`src/rtl/seq_ctrl_pkg.sv`:
```
// Shared encodings for the 9-bit-ISA control sequencer and its datapath.
package seq_ctrl_pkg;

    // Opcodes, IR[8:5]
    localparam logic [3:0] OP_LDB  = 4'b1000;
    localparam logic [3:0] OP_STB  = 4'b1001;
    localparam logic [3:0] OP_LDH  = 4'b1010;
    localparam logic [3:0] OP_LDL  = 4'b1011;
    localparam logic [3:0] OP_MOV  = 4'b0111;
    localparam logic [3:0] OP_BZ   = 4'b1100;
    localparam logic [3:0] OP_HALT = 4'b1111;

    // Write-back mux source select
    localparam logic [1:0] WS_ALU  = 2'd0;
    localparam logic [1:0] WS_MEM  = 2'd1;
    localparam logic [1:0] WS_IMM4 = 2'd2;
    localparam logic [1:0] WS_IMM5 = 2'd3;

    // Nine states need four bits
    typedef enum logic [3:0] {
        S_IDLE   = 4'd0,
        S_FETCH  = 4'd1,
        S_DECODE = 4'd2,
        S_MEM_RD = 4'd3,
        S_MEM_WR = 4'd4,
        S_WB     = 4'd5,
        S_NEXT   = 4'd6,
        S_BRANCH = 4'd7,
        S_HALT   = 4'd8
    } state_t;

    // Write-back source for an instruction that retires through WB
    function automatic logic [1:0] wb_sel(input logic [3:0] op);
        logic [1:0] sel;
        case (op)
            OP_LDB:         sel = WS_MEM;
            OP_LDH, OP_LDL: sel = WS_IMM4;
            OP_MOV:         sel = WS_IMM5;
            default:        sel = WS_ALU;
        endcase
        return sel;
    endfunction

endpackage

```
`src/rtl/seq_ctrl_mem_handshake_timer.sv`:
```
// Wait counter for the data-memory req/ack handshake. Counts cycles spent
// waiting for an ack and flags a timeout; an ack in the timeout cycle wins.
module mem_handshake_timer #(
    parameter int MEM_TIMEOUT = 15
) (
    input  logic i_clk,
    input  logic i_rst_n,
    input  logic i_active,
    input  logic i_ack,
    output logic o_ack_done,
    output logic o_timeout
);

    logic [7:0] r_cnt;
    logic       w_last;

    // The cycle whose missing ack would make the count reach MEM_TIMEOUT
    assign w_last     = (r_cnt == 8'(MEM_TIMEOUT - 1));
    assign o_ack_done = i_active & i_ack;
    assign o_timeout  = i_active & ~i_ack & w_last;

    // Count unacknowledged request cycles; idle clears so each entry starts at 0
    always_ff @(posedge i_clk or negedge i_rst_n) begin
        if (!i_rst_n) begin
            r_cnt <= 8'd0;
        end else if (!i_active) begin
            r_cnt <= 8'd0;
        end else if (!i_ack) begin
            r_cnt <= r_cnt + 8'd1;
        end
    end

endmodule

```
`src/rtl/seq_ctrl.sv`:
```
// Multi-cycle control sequencer: fetches, decodes and steps the PC,
// register file, data memory and write-back mux per opcode.
module seq_ctrl
    import seq_ctrl_pkg::*;
#(
    parameter int MEM_TIMEOUT = 15,
    parameter int CNT_W       = 16
) (
    input  logic             Clk,
    input  logic             Reset_n,
    input  logic             Start,
    input  logic [8:0]       Instruction,
    input  logic             Zero,
    input  logic             MemAck,
    output logic [8:0]       IR,
    output logic             PcInc,
    output logic             PcLoad,
    output logic             PcClear,
    output logic             RegWrite,
    output logic [1:0]       WriteSel,
    output logic             MemReq,
    output logic             MemWrite,
    output logic             Done,
    output logic             Err,
    output logic [CNT_W-1:0] InstCount
);

    state_t           r_state;
    logic [8:0]       r_ir;
    logic [1:0]       r_wsel;
    logic             r_err;
    logic [CNT_W-1:0] r_cnt;

    state_t     w_nxt;
    logic [3:0] w_op;
    logic       w_mem_active;
    logic       w_ack_done;
    logic       w_timeout;
    logic       w_retire;

    assign w_op         = r_ir[8:5];
    assign w_mem_active = (r_state == S_MEM_RD) || (r_state == S_MEM_WR);

    mem_handshake_timer #(
        .MEM_TIMEOUT(MEM_TIMEOUT)
    ) u_timer (
        .i_clk      (Clk),
        .i_rst_n    (Reset_n),
        .i_active   (w_mem_active),
        .i_ack      (MemAck),
        .o_ack_done (w_ack_done),
        .o_timeout  (w_timeout)
    );

    // Retirement points: the three terminal states, plus the halt on its way in
    assign w_retire = (r_state == S_WB) || (r_state == S_NEXT) ||
                      (r_state == S_BRANCH) ||
                      ((r_state == S_DECODE) && (w_op == OP_HALT));

    // Next-state selection
    always_comb begin
        w_nxt = r_state;
        case (r_state)
            S_IDLE:   if (Start) w_nxt = S_FETCH;
            S_FETCH:  w_nxt = S_DECODE;
            S_DECODE: begin
                case (w_op)
                    OP_LDB:  w_nxt = S_MEM_RD;
                    OP_STB:  w_nxt = S_MEM_WR;
                    OP_BZ:   w_nxt = S_BRANCH;
                    OP_HALT: w_nxt = S_HALT;
                    default: w_nxt = S_WB;
                endcase
            end
            S_MEM_RD: begin
                if (w_ack_done)     w_nxt = S_WB;
                else if (w_timeout) w_nxt = S_HALT;
            end
            S_MEM_WR: begin
                if (w_ack_done)     w_nxt = S_NEXT;
                else if (w_timeout) w_nxt = S_HALT;
            end
            S_WB, S_NEXT, S_BRANCH: w_nxt = S_FETCH;
            S_HALT:   if (Start) w_nxt = S_IDLE;
            default:  w_nxt = S_IDLE;
        endcase
    end

    // State, instruction latch, write-back select, sticky fault and retire count
    always_ff @(posedge Clk or negedge Reset_n) begin
        if (!Reset_n) begin
            r_state <= S_IDLE;
            r_ir    <= 9'd0;
            r_wsel  <= WS_ALU;
            r_err   <= 1'b0;
            r_cnt   <= '0;
        end else begin
            r_state <= w_nxt;
            if (r_state == S_FETCH) r_ir <= Instruction;
            // Select is set on entry to WB and then held until the next WB
            if ((r_state == S_DECODE) && (w_nxt == S_WB)) r_wsel <= wb_sel(w_op);
            if ((r_state == S_MEM_RD) && w_ack_done)      r_wsel <= WS_MEM;
            if (w_timeout) r_err <= 1'b1;
            if (w_retire && !(&r_cnt)) r_cnt <= r_cnt + CNT_W'(1);
        end
    end

    // Moore strobe decode; forced low while reset is held
    always_comb begin
        PcInc    = 1'b0;
        PcLoad   = 1'b0;
        PcClear  = 1'b0;
        RegWrite = 1'b0;
        MemReq   = 1'b0;
        MemWrite = 1'b0;
        if (Reset_n) begin
            case (r_state)
                S_IDLE:   PcClear = 1'b1;
                S_MEM_RD: MemReq  = 1'b1;
                S_MEM_WR: begin
                    MemReq   = 1'b1;
                    MemWrite = 1'b1;
                end
                S_WB: begin
                    RegWrite = 1'b1;
                    PcInc    = 1'b1;
                end
                S_NEXT:   PcInc = 1'b1;
                S_BRANCH: begin
                    PcLoad = Zero;
                    PcInc  = ~Zero;
                end
                default: ;
            endcase
        end
    end

    assign IR        = r_ir;
    assign WriteSel  = r_wsel;
    assign Done      = (r_state == S_HALT);
    assign Err       = r_err;
    assign InstCount = r_cnt;

endmodule

```
`config.mk`:
```
export PLATFORM = sky130hd
export DESIGN_NAME = seq_ctrl
export DESIGN_NICKNAME = d
export VERILOG_FILES = /design/src/rtl/seq_ctrl_pkg.sv /design/src/rtl/seq_ctrl_mem_handshake_timer.sv /design/src/rtl/seq_ctrl.sv
export SDC_FILE = /design/constraint.sdc
export NUM_CORES = 1
export LEC_CHECK = 0
export CAP_MARGIN = 5
export CORE_MARGIN = 2
export CORE_UTILIZATION = 43
export DETAILED_ROUTE_END_ITERATION = 10
export PLACE_DENSITY = 0.81
export REMOVE_ABC_BUFFERS = 1
export SLEW_MARGIN = 20
export SYNTH_ARGS = -nofsm -noshare
export SYNTH_HDL_FRONTEND = slang
export SYNTH_SLANG_ARGS = --single-unit
```
`constraint.sdc`:
```
create_clock -name Clk -period 3.1 [get_ports Clk]
set_input_delay 0.465 -clock Clk [delete_from_list [all_inputs] [get_ports Clk]]
set_output_delay 0.465 -clock Clk [all_outputs]
set_load 0.01 [all_outputs]
```
==> load_flow_metrics.sql, run 1 <==
INSERT INTO impl_metrics (metric_group, metric, value, unit) VALUES
('finish', 'most_common_cell_after_layout_fill_and_taps_aside', 'sky130_fd_sc_hd__clkdlybuf4s50_1', ''),
('setup_path', 'crit_path_end_kind', 'output port', ''),
('die', 'die-area', '5480', 'sq um'),
('timing', 'remaining_max_slew_budget_at_the_tightest_pin', '48.4', '%'),
('timing', 'finalSetupViolCount', '0', ''),
('clock_network', 'number_of_gates_given_a_new_drive_strength_after_cts', '0', ''),
('die', 'ioPinCount', '49', ''),
('clock_network', 'tritoncts', 'yes', ''),
('power', 'finalPower', '2.02', 'mW'),
('die', 'die-width', '74.0', 'microns'),
('clock_network', 'clk_latency', '0.28', 'ns'),
('finish', 'postLayoutCellArea', '2720', 'sq um'),
('timing', 'fin_crit', '2.70', 'ns'),
('route', 'dr.first_iter.drc_count', '47', ''),
('clock_network', 'post_cts_buffers', '0', ''),
('run_status', 'status', 'complete, no violations', ''),
('placed_design', 'post-place-ws', '0.701', 'ns'),
('synth', 'async_flop_share', '100', '%'),
('die', 'row_count', '25', ''),
('global_routing', 'grt.overflow.total', '0', ''),
('timing', 'achievable-frequency', '370', 'MHz'),
('global_routing', 'first_global_vias', '1546', ''),
('setup_path', 'path_buf_inv', '1', ''),
('setup_path', 'crit_path_cell_trace', 'nor2_1 -> nand2_1 -> a21o_1 -> nor2_1 -> clkdlybuf4s50_1', ''),
('power', 'power-per-cell-area', '743', 'nW/um^2'),
('setup_path', 'worst_path_dominant_cell_family', 'simple AND/OR/NAND/NOR gates', ''),
('clock_network', 'clk_path_buf_depth', '2', ''),
('finish', 'antenna_cells_inserted', '0', ''),
('die', 'die_h', '74.0', 'microns'),
('setup_path', 'cp.required', '2.63', 'ns'),
('power', 'peakVddDrop', '0.457', 'mV'),
('setup_path', 'critical_path_class', 'flip-flop to output port', ''),
('synth', 'avgSynthCellArea', '10.2', 'sq um'),
('synth', 'synth.ff_latch_count', '40', ''),
('timing', 'postLayoutSetupSlackWorst', '0.396', 'ns'),
('timing', 'report.final.hold_viol_count', '0', ''),
('finish', 'layout-drive-gt1-share', '10.2', '%'),
('finish', 'mostFrequentLayoutCells', 'sky130_fd_sc_hd__clkdlybuf4s50_1, sky130_fd_sc_hd__dfrtp_1, sky130_fd_sc_hd__nor2_1, sky130_fd_sc_hd__nand2_1, sky130_fd_sc_hd__xnor2_1', ''),
('power', 'power_frac_seq', '42.1', '%'),
('worst_hold_path', 'hp-class', 'input port to async pin', ''),
('placed_design', 'port_buffers', '48', ''),
('synth', 'syn_area', '2110', 'sq um'),
('timing', 'tightestPinTransition', '0.770', 'ns'),
('power', 'clock_power_share', '15.0', '%'),
('route', 'wl', '4.32', 'mm'),
('finish', 'syn_to_final_growth', '28.7', '%'),
('route', 'drt_drc_violations_left', '0', ''),
('clock_network', 'htree_num_levels', '2', ''),
('clock_network', 'cts_root_buf', 'sky130_fd_sc_hd__clkbuf_8', ''),
('setup_path', 'timing.critical_path.arrival', '2.24', 'ns'),
('power', 'power.share.switching', '36.6', '%'),
('global_routing', 'grt.total_usage', '17.1', '%'),
('timing', 'fin_worst_skew', '0.00483', 'ns'),
('global_routing', 'grt_antenna_before_repair', '0', ''),
('setup_path', 'critical_path.max_fanout', '12', ''),
('finish', 'layout.cells.non_filler', '321', ''),
('power', 'internal_power', '1.28', 'mW'),
('route', 'antenna_violation_net_count_after_detailed_routing', '0', ''),
('timing', 'grt_setup_unrepaired', 'no', ''),
('flow_run', 'cap_viol_max_count', '0', ''),
('timing', 'setup_tns', '0', 'ns'),
('clock_network', 'cts_buffers', '5', ''),
('synth', 'synth-seq-area-share', '47.4', '%'),
('clock_network', 'clkSinkCount', '40', ''),
('setup_path', 'critical-path-top-cell-by-count', 'sky130_fd_sc_hd__nor2_1', ''),
('synth', 'yosys.cell_types.count', '36', ''),
('timing', 'final.hold.worst_slack', '0.0397', 'ns'),
('global_routing', 'maximum_number_of_pins_on_one_net_before_global_route_repair', '20', ''),
('setup_path', 'timing.critical_path.from_type', 'flip-flop', ''),
('placed_design', 'placed_cell_count', '316', ''),
('die', 'core-area', '4720', 'sq um');
## metal layers
metal / vias to the layer above / global-route usage (%) / wire length, microns
li1: 815 / - / -
met5: - / 0 / 0
met2: 39 / 27.7 / 2050
met4: 0 / 5.45 / 61
met3: 5 / 5.28 / 243
met1: 799 / 22.1 / 1970
## area by class of cell
| class | instances | area, sq um |
|---|---|---|
| timing repair buffer | 52 | 505 |
| sequential | 40 | 1000 |
| inverter | 7 | 26.3 |
| fill | 431 | 2010 |
| tap | 67 | 83.8 |
| clock buffer | 5 | 68.8 |
| multi-input combinational | 150 | 1030 |
## power groups by stage
stage | registers, mW | clock network [mW] | logic, mW
3_3_place_gp | 0.844 | 0 | 0.855
3_5_place_dp | 0.854 | 0 | 0.872
5_1_grt | 0.876 | 0.336 | 0.950
4_1_cts | 0.844 | 0.315 | 0.877
2_1_floorplan | 0.867 | 0 | 0.466
6_report | 0.849 | 0.302 | 0.866
## synth_stat cells (all sizes together), types with 2 or more instances
cell type | instances | area [sq um]
a21oi | 5 | 25.0
mux2i | 3 | 30.0
mux2 | 11 | 124
dfrtp | 40 | 1000
xnor2 | 12 | 105
and4 | 2 | 17.5
nand3 | 8 | 40.0
ha | 3 | 37.5
nor3 | 6 | 35.0
nand2b | 3 | 18.8
nor3b | 3 | 22.5
o21ai | 6 | 30.0
and3 | 9 | 56.3
nor2 | 20 | 75.1
and2 | 7 | 43.8
a21o | 2 | 15.0
xor2 | 9 | 78.8
clkbuf | 8 | 30.0
inv | 7 | 26.3
o31ai | 3 | 22.5
buf | 2 | 22.5
nand4 | 9 | 56.3
nand2 | 17 | 63.8
## worst register-to-register path, cell delays in order (launching register included)
cell	delay, ns
sky130_fd_sc_hd__dfrtp_1	0.54
sky130_fd_sc_hd__or4b_4	0.62
sky130_fd_sc_hd__o32ai_4	0.18
sky130_fd_sc_hd__o31a_4	0.30
sky130_fd_sc_hd__mux2_2	0.35
## final timing paths
kind / from / to / slack (ns) / depth (start not counted)
worst max-delay path: r_state[0] / MemReq / 0.40 / 5
worst min-delay path: Reset_n / InstCount[10] / 0.04 / 1
worst max register to register: r_state[3] / InstCount[1] / 1.00 / 4
worst min register to register: Err / Err / 0.48 / 2
max in group asynchronous: Reset_n / IR[8] / 2.54 / 2
min in group Clk: Err / Err / 0.48 / 2
## cells by family (layout without fill, tap and decap cells)
kind of cell / count (synthesis) / count (layout) / synth area share [%]
AND/OR/NAND/NOR: 89 / 89 / 22.6
flip-flops: 40 / 40 / 47.4
AO/OA/AOI/OAI: 23 / 23 / 8.42
XOR/XNOR: 21 / 21 / 8.72
buffers and inverters: 17 / 64 / 3.74
multiplexers: 14 / 14 / 7.30
adder cells (fa/ha/maj): 3 / 3 / 1.78
## flip-flops by register name, indices dropped and copies added (netlist names)
name	count
IR	9
Err	1
u_timer.r_cnt	8
WriteSel	2
InstCount	16
r_state	4
Note: power is estimated with default switching activity, not from simulation.
==> run 2, diff against run 1 <==
Settings changed: CORE_MARGIN 2 to unset, REMOVE_ABC_BUFFERS 1 to unset.
==> run 2 against run 1 <==
Effect of this change:
- via count is 0.24% higher
- global-route usage rose by 1.7 points
- sequential share of layout area down 0.12 points
- critical path depth unchanged
- fmax is 0.93% lower
- core utilization rose by 0.19 points
- clock power up 16%
- non-clock buffer count shrank 2
- clock skew decreased by 0.0020 ns
- sequential power about the same
- total power grew 2.0%
- combinational power shrank 0.9%
- critical path type unchanged
- largest power group unchanged
==> load_flow_metrics.sql, run 2 (synthesis results as in run 1) <==
INSERT INTO impl_metrics (metric_group, metric, value, unit) VALUES
('finish', 'multi_input_comb_area', '1030', 'sq um'),
('die', 'die-width', '72.0', 'microns'),
('timing', 'setup_tns', '0', 'ns'),
('power', 'finalPower', '2.06', 'mW'),
('finish', 'mostFrequentLayoutCells', 'sky130_fd_sc_hd__clkdlybuf4s50_1, sky130_fd_sc_hd__dfrtp_1, sky130_fd_sc_hd__nor2_1, sky130_fd_sc_hd__nand2_1, sky130_fd_sc_hd__xnor2_1', ''),
('finish', 'finalCoreUtilization', '57.7', '%'),
('synth', 'total_nets_after_synthesis', '224', ''),
('clock_network', 'clk_latency', '0.29', 'ns'),
('global_routing', 'gr-usage-met3', '4.58', '%'),
('route', 'dr.first_iter.drc_count', '36', ''),
('route', 'drt_drc_violations_left', '0', ''),
('global_routing', 'grt-busiest-layer', 'met2', ''),
('clock_network', 'number_of_gates_given_a_new_drive_strength_after_cts', '0', ''),
('die', 'die-area', '5190', 'sq um'),
('timing', 'fin_crit', '2.73', 'ns'),
('clock_network', 'cts_hold_buf', '0', ''),
('placed_design', 'post_dp_cell_area', '2630', 'sq um'),
('clock_network', 'post_cts_buffers', '0', ''),
('die', 'initial_utilization', '44.7', '%'),
('power', 'peakVddDrop', '0.515', 'mV'),
('setup_path', 'critical_path_class', 'flip-flop to output port', ''),
('clock_network', 'cts_buffers', '5', ''),
('route', 'wl', '4.24', 'mm'),
('finish', 'ff_latch_area', '1000', 'sq um'),
('global_routing', 'first_global_vias', '1651', ''),
('power', 'power-per-cell-area', '755', 'nW/um^2'),
('clock_network', 'clk_path_buf_depth', '2', ''),
('global_routing', 'grt.met2_usage', '30.9', '%'),
('setup_path', 'crit-reg2reg-launch', 'r_state[3]', ''),
('placed_design', 'port_buffers', '48', ''),
('setup_path', 'crit_path_end_kind', 'output port', ''),
('timing', 'report.final.hold_viol_count', '0', ''),
('timing', 'remaining_max_slew_budget_at_the_tightest_pin', '51.7', '%'),
('clock_network', 'tritoncts', 'yes', ''),
('clock_network', 'path_clk_slew', '0.07', 'ns'),
('setup_path', 'timing.critical_path.from_type', 'flip-flop', ''),
('placed_design', 'placed_cell_count', '314', ''),
('global_routing', 'grt_antenna_before_repair', '0', ''),
('finish', 'largest_reg_flops', '16', ''),
('power', 'leakage', '1.16', 'nW'),
('global_routing', 'grt.total_usage', '18.8', '%'),
('global_routing', 'grt_first_pass_wirelength', '7.55', 'mm'),
('worst_hold_path', 'hp-class', 'input port to async pin', ''),
('run_status', 'status', 'complete, no violations', ''),
('die', 'core-area', '4720', 'sq um'),
('clock_network', 'htree_num_levels', '2', ''),
('route', 'wire_per_inst', '13.2', 'microns'),
('route', 'antenna_violation_net_count_after_detailed_routing', '0', ''),
('timing', 'finalMaxSlewViolations', '0', ''),
('setup_path', 'timing.critical_path.arrival', '2.26', 'ns'),
('finish', 'layout-drive-gt1-share', '10.6', '%'),
('timing', 'grt_setup_unrepaired', 'no', ''),
('die', 'row_count', '25', ''),
('finish', 'most_common_cell_after_layout_fill_and_taps_aside', 'sky130_fd_sc_hd__clkdlybuf4s50_1', ''),
('timing', 'fin_worst_skew', '0.00284', 'ns'),
('placed_design', 'place_congestion', '0.768', ''),
('route', 'viasPerCell', '5.16', ''),
('flow_run', 'cap_viol_max_count', '0', ''),
('finish', 'syn_to_final_growth', '29.1', '%'),
('die', 'die_h', '72.0', 'microns'),
('finish', 'antenna_cells_inserted', '0', ''),
('clock_network', 'cts_root_buf', 'sky130_fd_sc_hd__clkbuf_8', ''),
('global_routing', 'grt_util_met1', '23.6', '%'),
('finish', 'finish.net_count', '271', ''),
('timing', 'finalSetupViolCount', '0', ''),
('timing', 'tightestPinTransition', '0.721', 'ns'),
('die', 'ioPinCount', '49', ''),
('setup_path', 'critical_path.max_fanout', '12', ''),
('global_routing', 'grt.overflow.total', '0', ''),
('setup_path', 'cp.required', '2.63', 'ns'),
('route', 'drtPass1Iterations', '5', ''),
('finish', 'postLayoutCellArea', '2720', 'sq um'),
('finish', 'nFillCells', '425', ''),
('timing', 'achievable-frequency', '366', 'MHz'),
('finish', 'layout.cells.non_filler', '322', ''),
('setup_path', 'worst_reg_to_reg_cells', '5', ''),
('global_routing', 'maximum_number_of_pins_on_one_net_before_global_route_repair', '33', ''),
('clock_network', 'clkSinkCount', '40', ''),
('route', 'routed-via-count', '1662', ''),
('setup_path', 'crit_start', 'r_state[0]', ''),
('timing', 'finalCritPeriodShare', '88.1', '%'),
('placed_design', 'dp_hpwl', '3.03', 'mm');
-- run 2: cell count changes in the layout (fill, tap and decap cells not counted) --
cell                       change
sky130_fd_sc_hd__buf_4         -2
sky130_fd_sc_hd__clkbuf_8      +1
sky130_fd_sc_hd__clkinv_2      +2
-- run 2: critical path, cell delays in order, from the launching register on --
cell and delay (ns):
sky130_fd_sc_hd__dfrtp_1 0.48, sky130_fd_sc_hd__nor2_1 0.39, sky130_fd_sc_hd__nand2_1 0.10, sky130_fd_sc_hd__a21o_1 0.32
sky130_fd_sc_hd__nor2_1 0.13, sky130_fd_sc_hd__clkdlybuf4s50_1 0.54
-- run 2: path summary, 6_finish.rpt --
kind	to	slack, ns
min in group Clk	Err	0.47
hold reg to reg	Err	0.47
setup reg to reg	InstCount[14]	0.98
max in group asynchronous	r_state[0]	2.39
hold / removal	InstCount[10]	0.04
setup / recovery	MemReq	0.37
-- run 2: layout make-up --
| type | instances | area share, % |
|---|---|---|
| multi-input combinational | 150 | 37.8 |
| sequential | 40 | 36.7 |
| timing repair buffer | 50 | 18.0 |
| tap | 67 | 3.08 |
| clock buffer | 6 | 3.03 |
| inverter | 7 | 0.965 |
| clock inverter | 2 | 0.367 |
-- run 2: metal layers --
| metal | wire length [microns] | vias to the layer above |
|---|---|---|
| li1 | - | 819 |
| met1 | 1930 | 789 |
| met2 | 2030 | 43 |
| met3 | 201 | 11 |
| met4 | 79 | 0 |
| met5 | 0 | - |
-- run 2: where the power goes --
| part | total, mW | internal [mW] | switching, mW |
|---|---|---|---|
| Combinational | 0.858 | 0.478 | 0.380 |
| Sequential | 0.848 | 0.653 | 0.195 |
| Clock | 0.351 | 0.177 | 0.174 |
-- run 2: stage by stage --
| stage | setup WS, ns | hold slack (ns) |
|---|---|---|
| final | 0.370 | 0.0362 |
| after global routing | 0.249 | 0.0458 |
| after CTS | 0.369 | 0.0373 |
| after detailed placement | 0.706 | 0.356 |
| after global placement | 0.744 | 0.352 |
| after floorplan | 1.22 | 0.169 |
